[src/rtl/current_sense_readout.sv]
// TLI4970 SPI readout: periodic 16-bit receive-only frames, parity check, signed current word.
// Define CURRENT_FILTER_EN to pass accepted samples through a first-order IIR before `current`.
module current_sense_readout #(
    parameter int CLK_DIV        = 16,
    parameter int SAMPLE_PERIOD  = 64000,
    parameter int CS_SETUP       = 32,
    parameter int CURRENT_OFFSET = 4096
) (
    input  logic               CLK,
    input  logic               reset,
    input  logic               CS_MISO,
    output logic               CS,
    output logic               CS_CLK,
    output logic signed [12:0] current,
    output logic               current_valid,
    output logic               overcurrent,
    output logic               status_frame,
    output logic               parity_error,
    output logic [7:0]         error_count
);

    localparam int TW   = $clog2(SAMPLE_PERIOD + 1);
    localparam int CMAX = (CS_SETUP > CLK_DIV) ? CS_SETUP : CLK_DIV;
    localparam int CW   = $clog2(CMAX + 1);

    typedef enum logic [2:0] {IDLE, SETUP, SHIFT, HOLD, CHECK} state_e;

    state_e             state_q, state_d;
    logic [TW-1:0]      timer_q, timer_d;
    logic               req_q, req_d;
    logic [CW-1:0]      cnt_q, cnt_d;
    logic [3:0]         bit_q, bit_d;
    logic [15:0]        shreg_q, shreg_d;
    logic               miso_meta_q, miso_sync_q;
    logic               cs_q, cs_d;
    logic               sck_q, sck_d;
    logic signed [12:0] cur_q, cur_d;
    logic               valid_q, valid_d;
    logic               oc_q, oc_d;
    logic               status_q, status_d;
    logic               perr_q, perr_d;
    logic [7:0]         err_q, err_d;
    logic signed [12:0] sample;
    logic               req_set;

    assign sample = $signed(shreg_q[12:0] - 13'(CURRENT_OFFSET));

`ifdef CURRENT_FILTER_EN
    logic signed [16:0] acc_q, acc_d, acc_nx;
    logic signed [17:0] diff;
    assign diff   = 18'($signed({sample, 4'b0000})) - 18'(acc_q);
    assign acc_nx = acc_q + 17'(diff >>> 2);
`endif

    always_comb begin
        state_d  = state_q;
        timer_d  = timer_q + TW'(1);
        req_d    = req_q;
        req_set  = 1'b0;
        cnt_d    = cnt_q;
        bit_d    = bit_q;
        shreg_d  = shreg_q;
        cs_d     = cs_q;
        sck_d    = sck_q;
        cur_d    = cur_q;
        valid_d  = 1'b0;
        oc_d     = oc_q;
        status_d = 1'b0;
        perr_d   = perr_q;
        err_d    = err_q;
`ifdef CURRENT_FILTER_EN
        acc_d    = acc_q;
`endif
        if (timer_q == TW'(SAMPLE_PERIOD - 1)) begin
            timer_d = '0;
            req_set = 1'b1;
        end
        unique case (state_q)
            IDLE: begin
                cs_d  = 1'b1;
                sck_d = 1'b0;
                if (req_q) begin
                    state_d = SETUP;
                    cs_d    = 1'b0;
                    cnt_d   = '0;
                    req_d   = 1'b0;
                end
            end
            SETUP: begin
                if (cnt_q == CW'(CS_SETUP - 1)) begin
                    state_d = SHIFT;
                    cnt_d   = '0;
                    bit_d   = '0;
                end else begin
                    cnt_d = cnt_q + CW'(1);
                end
            end
            SHIFT: begin
                if (cnt_q == CW'(CLK_DIV - 1)) begin
                    cnt_d = '0;
                    if (!sck_q) begin
                        // Capture on the same edge that raises SCK.
                        sck_d   = 1'b1;
                        shreg_d = {shreg_q[14:0], miso_sync_q};
                    end else begin
                        sck_d = 1'b0;
                        if (bit_q == 4'd15) state_d = HOLD;
                        else bit_d = bit_q + 4'd1;
                    end
                end else begin
                    cnt_d = cnt_q + CW'(1);
                end
            end
            HOLD: begin
                if (cnt_q == CW'(CLK_DIV - 1)) begin
                    cs_d    = 1'b1;
                    state_d = CHECK;
                end else begin
                    cnt_d = cnt_q + CW'(1);
                end
            end
            CHECK: begin
                state_d = IDLE;
                if (^shreg_q) begin
                    perr_d = 1'b1;
                    if (err_q != 8'hFF) err_d = err_q + 8'd1;
                end else begin
                    perr_d = 1'b0;
                    if (shreg_q[15]) begin
                        status_d = 1'b1;
                    end else begin
                        valid_d = 1'b1;
                        oc_d    = shreg_q[13];
`ifdef CURRENT_FILTER_EN
                        acc_d   = acc_nx;
                        cur_d   = acc_nx[16:4];
`else
                        cur_d   = sample;
`endif
                    end
                end
            end
            default: state_d = IDLE;
        endcase
        if (req_set) req_d = 1'b1;
    end

    always_ff @(posedge CLK) begin
        if (reset) begin
            state_q     <= IDLE;
            timer_q     <= '0;
            req_q       <= 1'b0;
            cnt_q       <= '0;
            bit_q       <= '0;
            shreg_q     <= '0;
            miso_meta_q <= 1'b0;
            miso_sync_q <= 1'b0;
            cs_q        <= 1'b1;
            sck_q       <= 1'b0;
            cur_q       <= '0;
            valid_q     <= 1'b0;
            oc_q        <= 1'b0;
            status_q    <= 1'b0;
            perr_q      <= 1'b0;
            err_q       <= '0;
`ifdef CURRENT_FILTER_EN
            acc_q       <= '0;
`endif
        end else begin
            state_q     <= state_d;
            timer_q     <= timer_d;
            req_q       <= req_d;
            cnt_q       <= cnt_d;
            bit_q       <= bit_d;
            shreg_q     <= shreg_d;
            miso_meta_q <= CS_MISO;
            miso_sync_q <= miso_meta_q;
            cs_q        <= cs_d;
            sck_q       <= sck_d;
            cur_q       <= cur_d;
            valid_q     <= valid_d;
            oc_q        <= oc_d;
            status_q    <= status_d;
            perr_q      <= perr_d;
            err_q       <= err_d;
`ifdef CURRENT_FILTER_EN
            acc_q       <= acc_d;
`endif
        end
    end

    assign CS            = cs_q;
    assign CS_CLK        = sck_q;
    assign current       = cur_q;
    assign current_valid = valid_q;
    assign overcurrent   = oc_q;
    assign status_frame  = status_q;
    assign parity_error  = perr_q;
    assign error_count   = err_q;

endmodule

[config.mk]
export PLATFORM = sky130hd
export DESIGN_NAME = current_sense_readout
export DESIGN_NICKNAME = d
export VERILOG_FILES = /design/src/rtl/current_sense_readout.sv
export SDC_FILE = /design/constraint.sdc
export NUM_CORES = 1
export LEC_CHECK = 0
export CAP_MARGIN = 25
export CORE_MARGIN = 1.5
export CORE_UTILIZATION = 29
export DETAILED_ROUTE_END_ITERATION = 8
export MAX_ROUTING_LAYER = met4
export PLACE_DENSITY = 0.54
export RECOVER_POWER = 100
export SYNTH_ARGS = -nofsm -noshare
export SYNTH_HDL_FRONTEND = slang
export SYNTH_SLANG_ARGS = --single-unit
export TNS_END_PERCENT = 30
[constraint.sdc]
create_clock -name CLK -period 2.61 [get_ports CLK]
set_input_delay 0.3915 -clock CLK [delete_from_list [all_inputs] [get_ports CLK]]
set_output_delay 0.3915 -clock CLK [all_outputs]
set_load 0.03 [all_outputs]
==> out/results.ini <==
[floorplanning]
ios=30
core-area_um2=11400
dieHeight_um=111
start_util=0.297
dieArea_um2=12400
die_x_um=111
rows=39

[worst_setup_path]
max_stage_delay_ps=650
crit_slowest_cell=clkbuf_1
crit_path_start_kind=input pin
crit_fanout=32
worstPathRequired_ps=2830
endpoint_kind=register
crit_family=buffers and inverters
cp.depth=5
crit_chain=dlygate4sd3_1 -> clkbuf_1 -> inv_1 -> clkbuf_2 -> and4_2
worstPathArrival_ps=2470
rr_worst_depth=7
crit_buf_inv=4
critPathKind=in2reg

[yosys]
synth_ff_type=dfxtp_1
async_flop_share=0
syn_area_per_cell_um2=8.36
synth.yosys.seq_area_share=0.442
synth_edf_count=0
synth_fp_nets=413
synth_area_um2=3390
synth_warnings=0
ys_ff_latch=75
synth_cell_types=43
synthCells=406
synth.area.top_cells=dfxtp_1 (44%), nand2_1 (8.7%), mux2i_1 (4.7%)
yosys.area.top_type=dfxtp_1
synth_top_area_share=0.442

[route]
dr.pass1.iters=6
drtAntennaViolNets=0
vias=2789
wl_per_cell_um=11.7
wl_mm=6.77
drc=0
post_drt_via_cell_ratio=4.82
first_iter_violations=139

[timing]
setup_viol=0
fmax_mhz=444
tightest_slew_ps=860
setup_tns_ps=0
finalClockSkew_ps=7.41
relSlewSlack=0.427
layout_min_cycle_time_ps=2250
finalHoldViolations=0
period_share=0.864
worst_slack_ps=356
maxSlewViolCount=0
hold_slack_ps=444
rsz0062_at_grt=false

[clocking]
root_buffer=clkbuf_16
cts.repair.resized=0
cts_tree=yes
hold_buffers=0
clk_pin_slew_ps=60
h-tree-depth=3
post-cts-setup-buffers=0
cts.sinks=75
worstSkewPairLatency_ps=330
cts_buffers=9
clk_path_buf_depth=2

[placed_design]
dp_cells=563
place_area_um2=3820
dp.final_hpwl_mm=4.64
pre_cts_slack_ps=472
port_buffers=29
gp_congestion=0.801

[finish]
post-route-util=0.356
layout.nets=438
antennaDiodeCount=0
fillCellCount=1232
fin_cells=579
layout_common_cells=nand2_1 (79), dfxtp_1 (75), nor2_1 (41)
syn2layout_area_growth_pct=19.8
final_common_cell=nand2_1
final_cell_area_um2=4060
layout-drive-gt1-share=0.0596

[global_routing]
grt_pass1_wl_mm=11.6
grt-ovfl-total=0
grt_pass1_vias=2560
grt_util_all_layers=0.115
antenna_found_initial=0
grt_max_degree=33

[power]
p_int_mw=1.81
p_sw_frac=0.226
switchingPower_uw=528
power.total_mw=2.34
p_seq_frac=0.495
leakagePower_nw=1.42
pwr-share-comb=0.016
p_clk_frac=0.489
pwr_density_cell_nw_per_um2=575
vdd_drop_max_mv=0.331

[worst_hold_path]
min_path_cells=2
hp-class=reg2reg

[outcome]
status=finished clean

[run]
drv_cap=0

[flip-flops by register name, summed over array words and instances, names as in the netlist]
name	flops
CS	1
CS_CLK	1
bit_q	4
cnt_q	6
current	13
current_valid	1
error_count	8
miso_meta_q	1
miso_sync_q	1
overcurrent	1
parity_error	1
req_q	1
shreg_q	16
state_q	3
status_frame	1
timer_q	16
[power groups by stage]
stage,sequential [mW],combinational [mW],clock (mW)
6_report,1.16,0.0385,1.14
5_1_grt,1.16,0.0443,1.22
4_1_cts,1.16,0.0424,1.18
3_5_place_dp,1.18,0.0423,0
3_3_place_gp,1.18,0.0419,0
2_1_floorplan,1.18,0.0281,0
[final cells by class]
type                    count  area (um^2)  share of cell area
clock buffers               9          225              0.0554
well taps                 143          179              0.0440
inverters                   6         22.5             0.00554
flip-flops and latches     75         1500               0.369
repair buffers             37          333              0.0819
multi-input cells         302         1750               0.431
clock inverters             7         51.3              0.0126
[per-layer routing]
metal | GRT usage | part of all wire
met2 | 0.169 | 0.44
met1 | 0.156 | 0.51
met5 | - | 0
met4 | 0.0405 | 0.014
met3 | 0.0279 | 0.038
[tightest hold or removal path, cell delays in order, from the launching register on]
cell     delay, ps
dfxtp_1        290
nand2_1         50
a21oi_1         60
[final timing paths]
kind                                  from                       to  slack [ps]
hold reg to reg     miso_sync_q$_SDFF_PP0_  shreg_q[0]$_SDFFE_PP0P_         440
setup reg to reg  shreg_q[10]$_SDFFE_PP0P_  current[9]$_SDFFE_PP0P_         400
hold / removal      miso_sync_q$_SDFF_PP0_  shreg_q[0]$_SDFFE_PP0P_         440
setup / recovery                     reset  status_frame$_SDFF_PP0_         360
[synth_stat cells, types with 3 or more instances]
library cell / number
xnor2_1: 18
o21ai_0: 14
xor2_1: 14
nor3_1: 8
xnor2_2: 3
clkbuf_1: 20
mux2i_1: 16
nand2_1: 79
nor4_1: 5
dfxtp_1: 75
nor2_1: 41
a21oi_1: 30
inv_1: 6
nand4_1: 8
and3_1: 3
or3_1: 9
ha_1: 4
and2_1: 3
nand3_1: 16
nor2b_1: 5
[cell families (layout without fill, tap and decap cells)]
kind of cell,after synthesis,in the layout,share of synthesized area
adder cells (fa/ha/maj),4,4,0.0147
multiplexers,19,19,0.0572
flip-flops,75,75,0.442
buffers and inverters,29,59,0.0369
XOR/XNOR,35,35,0.0970
AND/OR/NAND/NOR,191,191,0.266
AO/OA/AOI/OAI,53,53,0.0859
No activity file was read; power rests on OpenSTA's default activity.
